[config.mk]
export PLATFORM = sky130hd
export DESIGN_NAME = vga_timing_ctrl
export DESIGN_NICKNAME = d
export VERILOG_FILES = /design/src/rtl/vga_timing_pkg.sv /design/src/rtl/pix_en_gen.sv /design/src/rtl/vga_timing_ctrl.sv
export SDC_FILE = /design/constraint.sdc
export NUM_CORES = 1
export LEC_CHECK = 0
export CORE_ASPECT_RATIO = 2
export CORE_MARGIN = 3
export CORE_UTILIZATION = 50
export DETAILED_ROUTE_END_ITERATION = 12
export PLACE_DENSITY = 0.72
export SYNTH_ARGS = -nofsm -noshare
export SYNTH_HDL_FRONTEND = slang
export SYNTH_SLANG_ARGS = --single-unit
export TNS_END_PERCENT = 20
[constraint.sdc]
create_clock -name clk -period 2.86 [get_ports clk]
set_input_delay 0.858 -clock clk [delete_from_list [all_inputs] [get_ports clk]]
set_output_delay 0.858 -clock clk [all_outputs]
set_load 0.01 [all_outputs]
[src/rtl/vga_timing_pkg.sv]
// Shared 640x480@60 VGA timing constants, coordinate type and window decode helper.
package vga_timing_pkg;

  localparam int unsigned COORD_W   = 10;
  localparam int unsigned COORD_MAX = 1 << COORD_W;

  localparam int unsigned VGA_H_DISPLAY = 640;
  localparam int unsigned VGA_H_FRONT   = 16;
  localparam int unsigned VGA_H_SYNC    = 96;
  localparam int unsigned VGA_H_BACK    = 48;
  localparam int unsigned VGA_V_DISPLAY = 480;
  localparam int unsigned VGA_V_FRONT   = 10;
  localparam int unsigned VGA_V_SYNC    = 2;
  localparam int unsigned VGA_V_BACK    = 33;

  localparam int unsigned VGA_H_TOTAL = VGA_H_DISPLAY + VGA_H_FRONT + VGA_H_SYNC + VGA_H_BACK;
  localparam int unsigned VGA_V_TOTAL = VGA_V_DISPLAY + VGA_V_FRONT + VGA_V_SYNC + VGA_V_BACK;

  typedef logic [COORD_W-1:0] coord_t;

  // True when lo <= v < lo+len.
  function automatic logic in_window(input coord_t v, input int unsigned lo,
                                     input int unsigned len);
    return (32'(v) >= lo) && (32'(v) < (lo + len));
  endfunction

endpackage

[src/rtl/pix_en_gen.sv]
// Pixel clock-enable generator: divides clk by DIV and emits a one-cycle advance strobe.
module pix_en_gen #(
  parameter int unsigned DIV = 2
) (
  input  logic clk,
  input  logic clr_n,
  input  logic en,
  output logic adv
);

  localparam int unsigned CNT_W = (DIV > 1) ? $clog2(DIV) : 1;
  localparam logic [CNT_W-1:0] CNT_LAST = CNT_W'(DIV - 1);

  if ((DIV < 1) || (DIV > 16)) begin : g_bad_div
    $error("pix_en_gen: DIV must be in 1..16");
  end

  logic [CNT_W-1:0] div_cnt_q, div_cnt_d;
  logic             wrap_c;

  // Next divider count; the strobe fires on the enabled cycle that wraps the count.
  always_comb begin
    wrap_c    = (div_cnt_q == CNT_LAST);
    div_cnt_d = div_cnt_q;
    adv       = 1'b0;
    if (en) begin
      div_cnt_d = wrap_c ? '0 : div_cnt_q + CNT_W'(1);
      adv       = wrap_c;
    end
  end

  // Divider count register.
  always_ff @(posedge clk or negedge clr_n) begin
    if (!clr_n) begin
      div_cnt_q <= '0;
    end else begin
      div_cnt_q <= div_cnt_d;
    end
  end

endmodule

[src/rtl/vga_timing_ctrl.sv]
// VGA scan sequencer: pixel enable, scan counters, sync/blank decode and line/frame markers.
module vga_timing_ctrl
  import vga_timing_pkg::*;
#(
  parameter int unsigned DIV       = 2,
  parameter int unsigned H_DISPLAY = VGA_H_DISPLAY,
  parameter int unsigned H_FRONT   = VGA_H_FRONT,
  parameter int unsigned H_SYNC    = VGA_H_SYNC,
  parameter int unsigned H_BACK    = VGA_H_BACK,
  parameter int unsigned V_DISPLAY = VGA_V_DISPLAY,
  parameter int unsigned V_FRONT   = VGA_V_FRONT,
  parameter int unsigned V_SYNC    = VGA_V_SYNC,
  parameter int unsigned V_BACK    = VGA_V_BACK,
  parameter bit          SYNC_POL  = 1'b0
) (
  input  logic               clk,
  input  logic               clr_n,
  input  logic               en,
  output logic               pix_tick,
  output logic               hsync,
  output logic               vsync,
  output logic               video_on,
  output logic [COORD_W-1:0] x,
  output logic [COORD_W-1:0] y,
  output logic               line_start,
  output logic               frame_start
);

  localparam int unsigned H_TOTAL  = H_DISPLAY + H_FRONT + H_SYNC + H_BACK;
  localparam int unsigned V_TOTAL  = V_DISPLAY + V_FRONT + V_SYNC + V_BACK;
  localparam int unsigned HS_START = H_DISPLAY + H_FRONT;
  localparam int unsigned VS_START = V_DISPLAY + V_FRONT;
  localparam coord_t      X_LAST   = COORD_W'(H_TOTAL - 1);
  localparam coord_t      Y_LAST   = COORD_W'(V_TOTAL - 1);

  if ((H_TOTAL > COORD_MAX) || (V_TOTAL > COORD_MAX)) begin : g_bad_timing
    $error("vga_timing_ctrl: H_TOTAL and V_TOTAL must not exceed 1024");
  end

  logic   adv;
  coord_t x_q, x_d, y_q, y_d;
  logic   pix_tick_q, pix_tick_d;
  logic   line_start_q, line_start_d;
  logic   frame_start_q, frame_start_d;
  logic   video_on_q, video_on_d;
  logic   hsync_q, hsync_d;
  logic   vsync_q, vsync_d;

  pix_en_gen #(
    .DIV(DIV)
  ) u_pix_en (
    .clk  (clk),
    .clr_n(clr_n),
    .en   (en),
    .adv  (adv)
  );

  // Next scan position; every output is decoded from it so outputs line up with x/y.
  always_comb begin
    x_d           = x_q;
    y_d           = y_q;
    pix_tick_d    = 1'b0;
    line_start_d  = 1'b0;
    frame_start_d = 1'b0;
    if (adv) begin
      pix_tick_d = 1'b1;
      if (x_q == X_LAST) begin
        x_d = '0;
        y_d = (y_q == Y_LAST) ? '0 : y_q + COORD_W'(1);
      end else begin
        x_d = x_q + COORD_W'(1);
      end
      line_start_d  = (x_d == '0);
      frame_start_d = (x_d == '0) && (y_d == '0);
    end
    video_on_d = (32'(x_d) < H_DISPLAY) && (32'(y_d) < V_DISPLAY);
    hsync_d    = in_window(x_d, HS_START, H_SYNC) ? SYNC_POL : ~SYNC_POL;
    vsync_d    = in_window(y_d, VS_START, V_SYNC) ? SYNC_POL : ~SYNC_POL;
  end

  // Scan and output registers; reset parks at the last pixel so the first advance is (0,0).
  always_ff @(posedge clk or negedge clr_n) begin
    if (!clr_n) begin
      x_q           <= X_LAST;
      y_q           <= Y_LAST;
      pix_tick_q    <= 1'b0;
      line_start_q  <= 1'b0;
      frame_start_q <= 1'b0;
      video_on_q    <= 1'b0;
      hsync_q       <= ~SYNC_POL;
      vsync_q       <= ~SYNC_POL;
    end else begin
      x_q           <= x_d;
      y_q           <= y_d;
      pix_tick_q    <= pix_tick_d;
      line_start_q  <= line_start_d;
      frame_start_q <= frame_start_d;
      video_on_q    <= video_on_d;
      hsync_q       <= hsync_d;
      vsync_q       <= vsync_d;
    end
  end

  assign x           = x_q;
  assign y           = y_q;
  assign pix_tick    = pix_tick_q;
  assign line_start  = line_start_q;
  assign frame_start = frame_start_q;
  assign video_on    = video_on_q;
  assign hsync       = hsync_q;
  assign vsync       = vsync_q;

endmodule

==> results of run 1 <==
[metal layers]
metal  vias to the layer above  global-route usage [%]  wire (um)
met4                         0                    14.0        199
met2                        69                    41.9       2740
met3                        19                    3.09        209
met5                         -                       0          0
met1                       842                    24.2       1800
li1                        845                       -          -
[Yosys cell counts, drive strengths merged (2+ instances only)]
cell type   n  area [um^2]
nor4        3         18.8
ha          3         37.5
a21oi       8         40.0
nand4       7         58.8
a21boi      2         15.0
nor3        5         25.0
o31ai       2         15.0
nand3      12         60.1
or3         5         31.3
a31oi       5         31.3
nand2      24         90.1
dfstp      12          315
xnor2       7         61.3
dfrtp      15          375
nand4b      2         17.5
nand2b      3         18.8
nor2b       2         12.5
a32o        2         20.0
nor2       15         56.3
nor4b       3         56.3
xor2        4         35.0
and3        6         40.0
mux2        2         26.3
clkbuf     11         61.3
a21o        2         16.3
and4        2         18.8
nor3b       2         15.0
buf         5         52.5
inv         6         22.5
o21ai      18         90.1
[path summary, 6_finish.rpt]
check	to	slack, ps	cells past startpoint	from
min in group asynchronous	y[0]	960	2	clr_n
max	vsync	160	6	en
max in group asynchronous	y[9]	1590	2	clr_n
min	u_pix_en.div_cnt_q	490	1	u_pix_en.div_cnt_q
min reg2reg	u_pix_en.div_cnt_q	490	1	u_pix_en.div_cnt_q
max reg2reg	vsync	260	6	x[0]
[power groups by stage]
stage / Clock [mW] / Sequential (mW) / Combinational (mW)
2_1_floorplan: 0 / 0.519 / 0.158
3_3_place_gp: 0 / 0.523 / 0.294
3_5_place_dp: 0 / 0.525 / 0.303
4_1_cts: 0.219 / 0.519 / 0.305
5_1_grt: 0.235 / 0.530 / 0.333
6_report: 0.213 / 0.520 / 0.307
[flip-flops by register name, summed over array words and instances, names as in the netlist]
register,count
pix_tick,1
line_start,1
hsync,1
video_on,1
x,10
vsync,1
frame_start,1
u_pix_en.div_cnt_q,1
y,10
[final cells by class]
class / count / area share (%)
inverters: 6 / 0.970
flip-flops and latches: 27 / 29.7
repair buffers: 53 / 20.2
well taps: 48 / 2.59
clock buffers: 4 / 1.94
multi-input cells: 161 / 44.6
[kinds of logic (layout without fill, tap and decap cells)]
family	count (synthesis)	count (layout)
adders and majority gates	3	3
buffers and inverters	22	63
muxes	2	2
DFF	27	27
xor gates and xnor gates	11	11
and+or+nand+nor	95	95
AOI/OAI and AO/OA	50	50
[worst max-delay path, cell delays in order]
cell	delay, ps
clkdlybuf4s50_1	500
nand2_1	80
or3_1	390
mux2_4	310
or3b_1	370
a2111o_1	390
==> results by group, run 1 <==
Layout
  • Final core occ: 66.5%
  • Register Area: 691 um^2
  • Fin cells: 299
  • Multi-input gate area: 0.00104 mm^2
  • Fin nets: 258
  • Commonest non-fill, non-tap cell in the layout: clkdlybuf4s50_1
  • Syn-to-layout area delta: 24.8%
  • Fraction of layout cells with a size suffix above 1: 21.1%
  • ANT cells: 0
  • Most frequent cells in the layout: clkdlybuf4s50_1, buf_4, nand2_1
  • Fillers: 308
  • Design Area, Final: 0.00232 mm^2

Power and ir drop
  • Peak VDD IR: 0.000450 V
  • Leakage: 0.964 nW
  • Overall Power: 1.04 mW
  • Power per cell area: 448 mW/mm^2
  • Sw Share: 32.0%
  • Reg power frac: 50.0%
  • P_int: 707 uW
  • Clk network pwr share: 20.5%
  • NetSw: 334 uW
  • Combinational power share: 29.5%

Routing
  • Vias: 1775
  • Final wirelength: 4.95 mm
  • Via density: 5.94
  • Wire length per cell: 16.6 um
  • Remaining DRCs: 0
  • Final ANT Viol Nets: 0
  • Initial DRC Count: 79
  • TritonRoute pass-1 iters: 4

Yosys
  • Mapped Area: 0.00186 mm^2
  • Mux contribution to synthesized area: 1.41%
  • Post-synth ARST share: 100%
  • Compound-Gate Fraction of Synth Area: 17.4%
  • Synth Area in Simple Gates: 29.6%
  • Mapped Cells: 210
  • Sequential area share after synthesis: 37.1%
  • Post-synthesis register bit count: 27
  • Library cells used by synthesis: 54
  • Main combinational cell family by area after synthesis: simple AND/OR/NAND/NOR gates
  • Area share of fa/ha/maj cells after synthesis: 2.02%
  • Synth Area per Inst: 8.86 um^2
  • Yosys warns: 0
  • Ys flop type: dfrtp_1
  • EDFF count, synth: 0
  • Synth Area in XOR/XNOR: 5.18%
  • Synthesized Nets: 216

Timing
  • Endpoints failing setup: 0
  • Fin. Hold Viols: 0
  • RSZ-0062 raised after global routing: no
  • Final worst slack: 164 ps
  • Fin crit share: 94.3%
  • Fin Clk Skew: 2.03 ps
  • F_max: 371 MHz
  • Relative slew margins: 69.4%
  • Final count of pins violating max slew: 0
  • Post-layout min period: 2700 ps
  • Worst-Margin Slew: 452 ps
  • WHS: 487 ps
  • Total Negative Setup Slacks: 0 ps

Worst hold path
  • Worst hold path class: reg2reg

GRT
  • GRT Resource Usage Total: 23.1%
  • Vias in the first global route: 1748
  • Largest net degree at the start of global routing: 28
  • Initial antenna violation count: 0
  • First-pass GRT wire length: 8.28 mm
  • Grt ovf: 0

Floorplanning
  • CORE AREA: 0.00349 mm^2
  • Starting density of the core: 53.3%
  • Die span in x: 49.1 um
  • Die Y: 92.3 um
  • DIE AREA: 0.00453 mm^2
  • Boundary Pins: 29
  • # rows: 30

Clock network
  • Hold Buf Count CTS: 0
  • CTS Buffer Depth: 2
  • Clock slew seen by the registers of the worst setup and hold paths: 90 ps
  • Clock sinks: 27
  • CTS tree: yes
  • Worst-Skew Late Latency: 270 ps
  • Post-CTS resize count: 0
  • H-tree Lvls: 1
  • # Post-CTS Setup Buffers: 0
  • Root Driver: clkbuf_8
  • CTS Buf Count: 3

Critical path
  • Worst EP required: 3060 ps
  • Setup crit start kind: input pin
  • Kind of critical path: in2reg
  • CP arrival: 2890 ps
  • Worst Path Max Fanout: 3
  • Critical path endpoint category: register

Place
  • Placed instance count: 295
  • Hpwl dp: 3.80 mm
  • Placer Congestion: 0.926
  • Port Buffers: 28
  • Post-DP Area: 0.00227 mm^2
  • Place WS: -116 ps

Run
  • Maxcap violations: 0

Outcome
  • Outcome: finished clean
Note: power is estimated with default switching activity, not from simulation.
==> inputs of run 2 (changes only) <==
--- a/config.mk
+++ b/config.mk
@@ -7,9 +7,9 @@
 export LEC_CHECK = 0
 export CORE_ASPECT_RATIO = 2
 export CORE_MARGIN = 3
-export CORE_UTILIZATION = 50
+export CORE_UTILIZATION = 52
 export DETAILED_ROUTE_END_ITERATION = 12
-export PLACE_DENSITY = 0.72
+export PLACE_DENSITY = 0.75
 export SYNTH_ARGS = -nofsm -noshare
 export SYNTH_HDL_FRONTEND = slang
 export SYNTH_SLANG_ARGS = --single-unit
==> run 2 against run 1 <==
Die area fell by 3.5%. Sequential cell count did not move. Hold slack improved by 7.7 ps. Routed wire length fell by 2.4%. Power fell by 1.2%. Fmax fell by 1.1%. Cell count fell by 0.67%. Critical path type unchanged. Critical endpoint unchanged. Largest cell class unchanged. Largest power group unchanged.
==> results by group, run 2 (synthesized netlist as in run 1, its figures left out) <==
Outcome
  • Outcome: finished clean

Floorplanning
  • Boundary Pins: 29
  • Die span in x: 48.3 um
  • Die Y: 90.6 um
  • CORE AREA: 0.00342 mm^2
  • DIE AREA: 0.00438 mm^2
  • # rows: 30
  • Starting density of the core: 54.5%

Clock network
  • Hold Buf Count CTS: 0
  • CTS Buffer Depth: 2
  • CTS Buf Count: 3
  • Root Driver: clkbuf_8
  • # Post-CTS Setup Buffers: 0
  • Worst-Skew Late Latency: 270 ps
  • H-tree Lvls: 1
  • Post-CTS resize count: 0
  • Clock sinks: 27
  • CTS tree: yes
  • Clock slew seen by the registers of the worst setup and hold paths: 90 ps

Layout
  • Register Area: 691 um^2
  • Most frequent cells in the layout: clkdlybuf4s50_1, nand2_1, buf_4
  • Fin nets: 256
  • Commonest non-fill, non-tap cell in the layout: clkdlybuf4s50_1
  • Multi-input gate area: 0.00103 mm^2
  • Syn-to-layout area delta: 23.9%
  • Fin cells: 297
  • Final core occ: 67.5%
  • ANT cells: 0
  • Fillers: 290
  • Fraction of layout cells with a size suffix above 1: 20.1%

Critical path
  • Setup crit start kind: input pin
  • Worst-path cell chain: clkdlybuf4s50_1 -> nand2_1 -> or3_1 -> mux2_4 -> or3b_1 -> a2111o_1
  • Critical path endpoint category: register
  • CP arrival: 2930 ps
  • Crit-path max cell delay: 510 ps
  • Worst EP required: 3060 ps
  • WP buf/inv: 1
  • Crit-path leading delay family: simple AND/OR/NAND/NOR gates
  • Critical path's slowest cell: clkdlybuf4s50_1
  • Kind of critical path: in2reg
  • Worst Path Max Fanout: 3

Power and ir drop
  • Peak VDD IR: 0.000493 V
  • Leakage: 0.957 nW
  • Overall Power: 1.03 mW
  • Power per cell area: 446 mW/mm^2

Timing
  • Post-layout min period: 2730 ps
  • Fin Clk Skew: 8.40 ps
  • Fin crit share: 95.4%
  • Relative slew margins: 72.2%
  • RSZ-0062 raised after global routing: no
  • Final worst slack: 133 ps
  • Endpoints failing setup: 0
  • Final count of pins violating max slew: 0
  • F_max: 367 MHz
  • Worst-Margin Slew: 411 ps
  • Fin. Hold Viols: 0

Place
  • Placer Congestion: 0.946
  • Port Buffers: 28
  • Placed instance count: 293
  • Hpwl dp: 3.76 mm
  • Place WS: -155 ps

Routing
  • Final wirelength: 4.83 mm
  • Wire length per cell: 16.3 um
  • TritonRoute pass-1 iters: 4
  • Final ANT Viol Nets: 0
  • Vias: 1747
  • Via density: 5.88
  • Remaining DRCs: 0
  • Initial DRC Count: 87

GRT
  • Initial antenna violation count: 0
  • Vias in the first global route: 1750
  • GRT Resource Usage Total: 25.0%
  • First-pass GRT wire length: 8.20 mm
  • Largest net degree at the start of global routing: 28
  • Grt ovf: 0

Worst hold path
  • Worst hold path class: reg2reg

Run
  • Maxcap violations: 0
==> run 2: changes by cell type in the layout (fill, tap and decap cells not counted) <==
cell and delta:
ha_2 -1, buf_4 -2, ha_1 +1
==> run 2: worst paths after layout <==
path                               startpoint            endpoint  slack, ps  depth (start not counted)
min in group asynchronous               clr_n                y[0]        950                          2
setup reg to reg                         x[1]               vsync        170                          8
hold reg to reg            u_pix_en.div_cnt_q  u_pix_en.div_cnt_q        490                          1
max in group asynchronous               clr_n                y[9]       1600                          2
setup / recovery                           en               vsync        130                          6
hold / removal             u_pix_en.div_cnt_q  u_pix_en.div_cnt_q        490                          1
==> run 2: where the power goes <==
part | internal, mW | switching, mW
Combinational | 0.154 | 0.149
Sequential | 0.450 | 0.0674
Clock | 0.0995 | 0.109
Total | 0.703 | 0.326
==> run 2: metrics by stage <==
stage	TNS [ps]	hold WS [ps]	cell area [um^2]
after global routing	0	520	2300
after detailed placement	-155	472	2260
final	0	495	2300
after floorplan	0	455	1860
after global placement	-104	474	2260
after CTS	0	489	2300
==> run 2: layout make-up <==
cell class / count / area share [%]
inverter: 6 / 0.977
multi-input combinational: 161 / 44.8
tap: 48 / 2.61
timing repair buffer: 51 / 19.7
clock buffer: 4 / 1.95
sequential: 27 / 30.0
==> run 2: metal layers <==
layer	vias to the layer above	wire [um]	track usage [%]
met1	839	1750	28.8
li1	836	-	-
met2	60	2790	44.0
met5	-	0	0
met4	0	135	7.87
met3	12	154	2.79
==> run 2: worst register-to-register path: cells and delay by family, from the launching register on <==
family / cells / cell delay [ps]
flops: 1 / 640
simple gates: 4 / 770
buf+inv: 1 / 190
compound gates: 2 / 650
fa+ha+maj: 1 / 380
==> inputs of run 3 (changes only) <==
==> constraint.sdc (replaced) <==
create_clock -name clk -period 2.7 [get_ports clk]
set_input_delay 0.81 -clock clk [delete_from_list [all_inputs] [get_ports clk]]
set_output_delay 0.81 -clock clk [all_outputs]
set_load 0.01 [all_outputs]
==> run 3 against run 2 <==
Clock-buffer cell count unchanged. Clock skew is 3.2 ps lower. Power up 11%. Critical path type unchanged. Largest cell class unchanged.
==> results by group, run 3 (synthesized netlist as in run 1, its figures left out) <==
Clock network
  • Root Driver: clkbuf_8
  • CTS tree: yes
  • CTS Buffer Depth: 2
  • Clock slew seen by the registers of the worst setup and hold paths: 90 ps
  • Worst-Skew Late Latency: 280 ps
  • # Post-CTS Setup Buffers: 0
  • Clock sinks: 27
  • Hold Buf Count CTS: 0
  • H-tree Lvls: 1
  • Post-CTS resize count: 0
  • CTS Buf Count: 3

Critical path
  • R2r setup slk: 120 ps
  • Setup crit start kind: input pin
  • Reg2reg start: x[9]
  • Kind of critical path: in2reg
  • Crit. Startpoint: en
  • Worst Path Max Fanout: 3
  • CP arrival: 2860 ps
  • Critical path endpoint category: register
  • Worst EP required: 2910 ps

Place
  • Placer Congestion: 0.899
  • Port Buffers: 28
  • Hpwl dp: 3.90 mm

Routing
  • Wire length per cell: 16.6 um
  • Final ANT Viol Nets: 0
  • Final wirelength: 5.10 mm
  • Initial DRC Count: 87
  • Via density: 5.94
  • Remaining DRCs: 0
  • TritonRoute pass-1 iters: 4
  • Vias: 1823

Worst hold path
  • Worst min-delay path startpoint: u_pix_en.div_cnt_q
  • Worst hold path class: reg2reg

Timing
  • F_max: 378 MHz
  • Post-layout min period: 2650 ps
  • Fin. Hold Viols: 0
  • Final count of pins violating max slew: 0
  • Fin Clk Skew: 5.17 ps
  • Endpoints failing setup: 0
  • Relative slew margins: 69.1%
  • RSZ-0062 raised after global routing: no
  • Worst-Margin Slew: 457 ps
  • Fin crit share: 98.0%

Floorplanning
  • Die Y: 90.6 um
  • Boundary Pins: 29
  • # rows: 30
  • DIE AREA: 0.00438 mm^2
  • Starting density of the core: 54.5%
  • Die span in x: 48.3 um
  • CORE AREA: 0.00342 mm^2

Outcome
  • Outcome: finished clean

GRT
  • GRT Resource Usage Total: 26.0%
  • First-pass GRT wire length: 8.47 mm
  • Initial antenna violation count: 0
  • Grt ovf: 0
  • Largest net degree at the start of global routing: 28
  • Vias in the first global route: 1831

Layout
  • Final core occ: 69.7%
  • Most frequent cells in the layout: buf_4, clkdlybuf4s50_1, nand2_1
  • Fraction of layout cells with a size suffix above 1: 23.2%
  • Fin nets: 266
  • Fillers: 295
  • Syn-to-layout area delta: 27.9%
  • Commonest non-fill, non-tap cell in the layout: buf_4
  • ANT cells: 0

Power and ir drop
  • Peak VDD IR: 0.000569 V
  • Power per cell area: 480 mW/mm^2
  • Overall Power: 1.14 mW
  • Leakage: 1.01 nW

Run
  • Maxcap violations: 0
[run 3: power by group]
| part | internal [mW] | switching (mW) | total (mW) |
|---|---|---|---|
| Clock | 0.106 | 0.127 | 0.233 |
| Sequential | 0.474 | 0.0284 | 0.502 |
| Combinational | 0.196 | 0.210 | 0.406 |
[run 3: area by class of cell]
cell class	instances	area (um^2)	area share [%]
flip-flops and latches	27	691	29.0
inverters	6	22.5	0.946
multi-input cells	161	1030	43.4
clock buffers	4	45.0	1.89
repair buffers	61	528	22.2
well taps	48	60.1	2.52
[run 3: worst paths after layout]
check	end	depth (start not counted)
worst max-delay path	vsync	6
worst min-delay path	u_pix_en.div_cnt_q	1
max in group asynchronous	hsync	2
min in group asynchronous	y[0]	2
worst min register to register	u_pix_en.div_cnt_q	1
worst max register to register	vsync	6
[run 3: metal layers]
layer,up-vias,track usage (%),wire length [um]
li1,865,-,-
met1,886,28.8,1870
met2,62,46.0,2920
met3,10,2.79,169
met4,0,9.89,132
met5,-,0,0
[run 3: metrics by stage]
step / area [um^2] / cells / setup WS [ps] / hold slack (ps) / TNS, ps
floorplan: 1860 / 210 / 56.1 / 455 / 0
global placement: 2330 / 303 / -216 / 477 / -374
detailed placement: 2330 / 303 / -241 / 477 / -396
CTS: 2380 / 307 / 64.3 / 491 / 0
global route: 2380 / 307 / 3.48 / 533 / 0
finish: 2380 / 307 / 52.8 / 493 / 0
[run 3: critical path, stage by stage]
cell	delay, ps
clkdlybuf4s50_1	510
nand2_1	80
or3_1	390
mux2_4	320
or3b_1	370
a2111o_1	380
==> variant 1 (flow settings as in run 2) <==
Register the output `vsync` once more; this adds one clock of latency there. The other outputs are not delayed to match.
--- a/src/rtl/vga_timing_ctrl.sv
+++ b/src/rtl/vga_timing_ctrl.sv
@@ -110,3 +110,5 @@
   assign hsync       = hsync_q;
-  assign vsync       = vsync_q;
+  always_ff @(posedge clk) begin
+    vsync <= vsync_q;
+  end
 
Formal check against the unedited RTL: not equivalent (Yosys sat finds a counterexample within 4 cycles, from zero or initial values).
==> variant 1 against run 2 <==
Sequential power barely moved. Synthesized cell count rose by 0.48%. Highest routed layer unchanged. Global-route usage fell by 1.4 points. Cell area rose by 1.6%. First-iteration DRC count fell by 28%. Routed wire length rose by 1.8%. Area after synthesis rose by 1.1%. Clock skew rose by 3.1 ps. Register-to-register slack improved by 90 ps. Combinational power rose by 7.9%. Sequential cell count rose by 1. Worst setup slack got worse by 14 ps. Critical path depth did not move. Power rose by 5.9%.
==> variant 1: results (changes against run 2) <==
Run status
  – Outcome: finished clean

Placed design
  – Post-DP HPWL: 3740 um (-0.40%)
  – DP Worst Slack: -154 ps (+0.876 ps)
  – Port bufs: 28 (unchanged)
  – Cell Area, Placed: 0.00229 mm2 (+1.2%)
  – Post-Place Cells: 295 (+0.68%)
  – Placer Congestion: 0.948 (+0.17%)

Pwr
  – Comb pwr share: 30.0% (+0.6 points)
  – Lkg Pwr: 0.975 nW (+1.9%)
  – P_clk: 0.000248 W (+19%)
  – Pint: 0.000748 W (+6.4%)
  – Peak VDD IR: 0.000538 V (+9.2%)
  – Combinational power: 0.000327 W (+7.9%)

Finish
  – FILL cells: 301 (+3.8%)
  – Share of cells above drive strength 1: 20.7% (+0.64 points)
  – Area growth from synthesis to layout: 24.6%
  – Nets: 258 (+0.78%)

Setup path
  – Slowest-stage cell, CP: clkdlybuf4s50_1
  – Critical path arrival: 2940 ps (about the same)

Detailed routing
  – Initial DRT Pass Iterations: 4 (unchanged)
  – Vias: 1794 (+2.7%)
  – DR iter-0 viols: 63 (-28%)
  – Post-Route WL: 4920 um (+1.8%)
  – Vias per cell: 6.00 (+2.0%)

Global routing
  – Vias in the first global route: 1740 (-0.57%)
  – Global-route wire length before repair: 8200 um (about the same)
  – Gr usage total: 23.6% (-1.4 points)
  – Initial antenna violation count: 0 (unchanged)

Synthesis
  – Register area share after synthesis: 37.8% (+0.67 points)
  – Post-synth cell types: 55 (+1.9%)
  – Syn nets: 217 (+0.46%)
  – Ys async rst share: 96.4% (-3.6 points)
  – Synth top area cells: dfrtp_1, dfstp_2, o21ai_0
  – Syn_area_per_cell: 8.91 um2 (+0.60%)

Timing
  – Clock Skews: 11.5 ps (+3.07 ps)
  – Actual slew at the worst max-slew pin: 411 ps (+0.286 ps)

Clocking
  – Post-CTS sizing: 0 (unchanged)
-- variant 1: changes by cell type after synthesis --
| cell | before | now |
|---|---|---|
| dfxtp_1 | 0 | 1 |
-- variant 1: cells by family (layout without fill, tap and decap cells) --
kind of cell / Yosys count / count (layout) / share of synthesized area, %
and+or+nand+nor: 95 / 95 / 29.3
adders and majority gates: 3 / 3 / 2.00
AOI/OAI and AO/OA: 50 / 50 / 17.2
muxes: 2 / 2 / 1.40
buffers and inverters: 22 / 62 / 7.25
DFF: 28 / 28 / 37.8
xor gates and xnor gates: 11 / 11 / 5.12
-- variant 1: worst max-delay path: cells and delay by family --
family | cells | cell delay, ps
AND/OR/NAND/NOR | 3 | 870
multiplexers | 1 | 310
buffers and inverters | 1 | 520
AO/OA/AOI/OAI | 1 | 390
-- variant 1: layer usage --
layer  up-vias  track usage [%]  share of wire [%]  routed length, um
met2        65             44.7                 56               2750
met3        19             2.63                3.8                187
li1        850                -                  -                  -
met1       860             24.7                 36               1770
met5         -                0                  0                  0
met4         0             12.1                4.3                212
-- variant 1: path summary, 6_finish.rpt --
| kind | from | to | slack, ps | cells after the start |
|---|---|---|---|---|
| min in group asynchronous | clr_n | y[7] | 950 | 2 |
| max reg2reg | x[9] | vsync_q | 260 | 6 |
| min | vsync_q | vsync | 410 | 0 |
| max | en | vsync_q | 120 | 6 |
| max in group asynchronous | clr_n | vsync_q | 1610 | 2 |
| min reg2reg | vsync_q | vsync | 410 | 0 |
-- variant 1: area by class of cell --
| cell class | instances | area share, % |
|---|---|---|
| Clock buffer | 4 | 2.35 |
| Inverter | 6 | 0.962 |
| Multi-Input combinational cell | 161 | 44.1 |
| Sequential cell | 28 | 30.3 |
| Tap cell | 48 | 2.56 |
| Timing Repair Buffer | 52 | 19.7 |
==> variant 2 (flow settings as in run 2) <==
Made on the original files. `DIV` is set to 2 in 2 places; all go to 4.
--- a/src/rtl/pix_en_gen.sv
+++ b/src/rtl/pix_en_gen.sv
@@ -2,3 +2,3 @@
 module pix_en_gen #(
-  parameter int unsigned DIV = 2
+  parameter int unsigned DIV = 4
 ) (
--- a/src/rtl/vga_timing_ctrl.sv
+++ b/src/rtl/vga_timing_ctrl.sv
@@ -4,3 +4,3 @@
 #(
-  parameter int unsigned DIV       = 2,
+  parameter int unsigned DIV       = 4,
   parameter int unsigned H_DISPLAY = VGA_H_DISPLAY,
Check against the original RTL: not equivalent (Yosys sat finds a counterexample within 4 cycles, from zero or initial values).
==> variant 2 against run 2 <==
Clock power is 51% higher. Worst setup slack gained 59 ps. Routed wire length is 5.7% higher. Via count grew 1.6%. Combinational power decreased by 13%. Non-clock buffer count fell by 4. Area after synthesis is 0.67% lower. Cell area increased by 0.38%. Clock skew fell by 2.4 ps. Sequential cell count up 1. Sequential power increased by 4.3%. Power rose by 8.9%.
==> variant 2: results (changes against run 2) <==
Finish
  – Nets: 254 (-0.78%)
  – Core Util, Final: 67.7% (+0.26 points)
  – Share of cells above drive strength 1: 19.5% (-0.57 points)

Timing
  – Clock Skews: 5.96 ps (-2.43 ps)
  – Hold_ws: 543 ps (+48.3 ps)

Setup path
  – CP Max Fanout: 10 (+7)
  – Reg2Reg Setup Slack: 190 ps (+20 ps)
  – Critical path arrival: 2870 ps (-60 ps)
  – Reg-to-reg startpoint: x[9]
  – Reg2reg path depth: 6 (-2)

Worst hold path
  – Hold depth: 1 (unchanged)
  – Hold endpoint: u_pix_en.div_cnt_q[1]
  – Hold path startpoint: u_pix_en.div_cnt_q[1]

Synthesis
  – Syn nets: 218 (+0.93%)
  – Syn_area_per_cell: 8.76 um2 (-1.1%)
  – Synth cell count leaders: nand2_1, dfrtp_1, nor2_1
  – Register area share after synthesis: 38.7% (+1.6 points)
  – Synth top area cells: dfrtp_1, dfstp_2, nand2_1
  – Post-synth cell types: 55 (+1.9%)

Run status
  – Outcome: finished clean

Global routing
  – Gr usage total: 26.1% (+1.0 points)

Placed design
  – Post-Place Cells: 290 (-1.0%)
  – Placer Congestion: 0.908 (-4.0%)
  – Post-DP HPWL: 3980 um (+5.8%)
  – Cell Area, Placed: 0.00224 mm2 (-0.78%)
  – DP Worst Slack: -68.3 ps (+86.4 ps)

Detailed routing
  – Vias: 1775 (+1.6%)
  – Vias per cell: 6.04 (+2.6%)
  – DR iter-0 viols: 39 (-55%)
  – Post-Route WL: 5110 um (+5.7%)

Pwr
  – Lkg Pwr: 0.924 nW (-3.5%)
  – Peak VDD IR: 0.000598 V (+21%)
[variant 2: logic make-up after synthesis]
logic type | after synthesis | synth area share, %
AO/OA/AOI/OAI | 50 | 18.4
multiplexers | 4 | 2.37
flip-flops | 28 | 38.7
AND/OR/NAND/NOR | 90 | 26.4
XOR/XNOR | 10 | 4.74
buffers and inverters | 25 | 6.63
adder cells (fa/ha/maj) | 4 | 2.71
[variant 2: worst max path at each step]
stage | slack [ps] | to | cells past startpoint | startpoint
2_1_floorplan | 190 | vsync | 8 | x[5]
3_3_place_gp | -20 | vsync | 7 | en
3_5_place_dp | -70 | vsync | 7 | en
4_1_cts | 210 | vsync | 6 | x[9]
5_1_grt | 50 | frame_start | 7 | x[1]
6_report | 190 | vsync | 6 | x[9]
[variant 2: layout make-up]
class	count	area [um2]
clock buffers	3	41.3
flip-flops and latches	28	716
clock inverters	1	30.0
inverters	9	33.8
multi-input cells	158	1010
well taps	48	60.1
fillers	287	1100
repair buffers	47	423
[variant 2: power breakdown]
group	switching [W]	total, W	internal, W
Clock	0.000128	0.000316	0.000187
Sequential	0.0000752	0.000539	0.000464
Combinational	0.000122	0.000265	0.000143
Total	0.000326	0.00112	0.000794
[variant 2: routing by layer]
layer  up-vias  track usage [%]  wire, um
li1        843                -         -
met1       880             26.5      1760
met2        39             47.7      3060
met3        13             2.99       101
met4         0             10.6       187
met5         -                0         0
[variant 2: worst max-delay path, cell delays in order, from the launching register on]
cell and delay (ps):
dfstp_2 610, or4b_4 510, or4_4 610, o21ai_1 160
o31ai_1 90, nand2b_1 140, or4_1 470
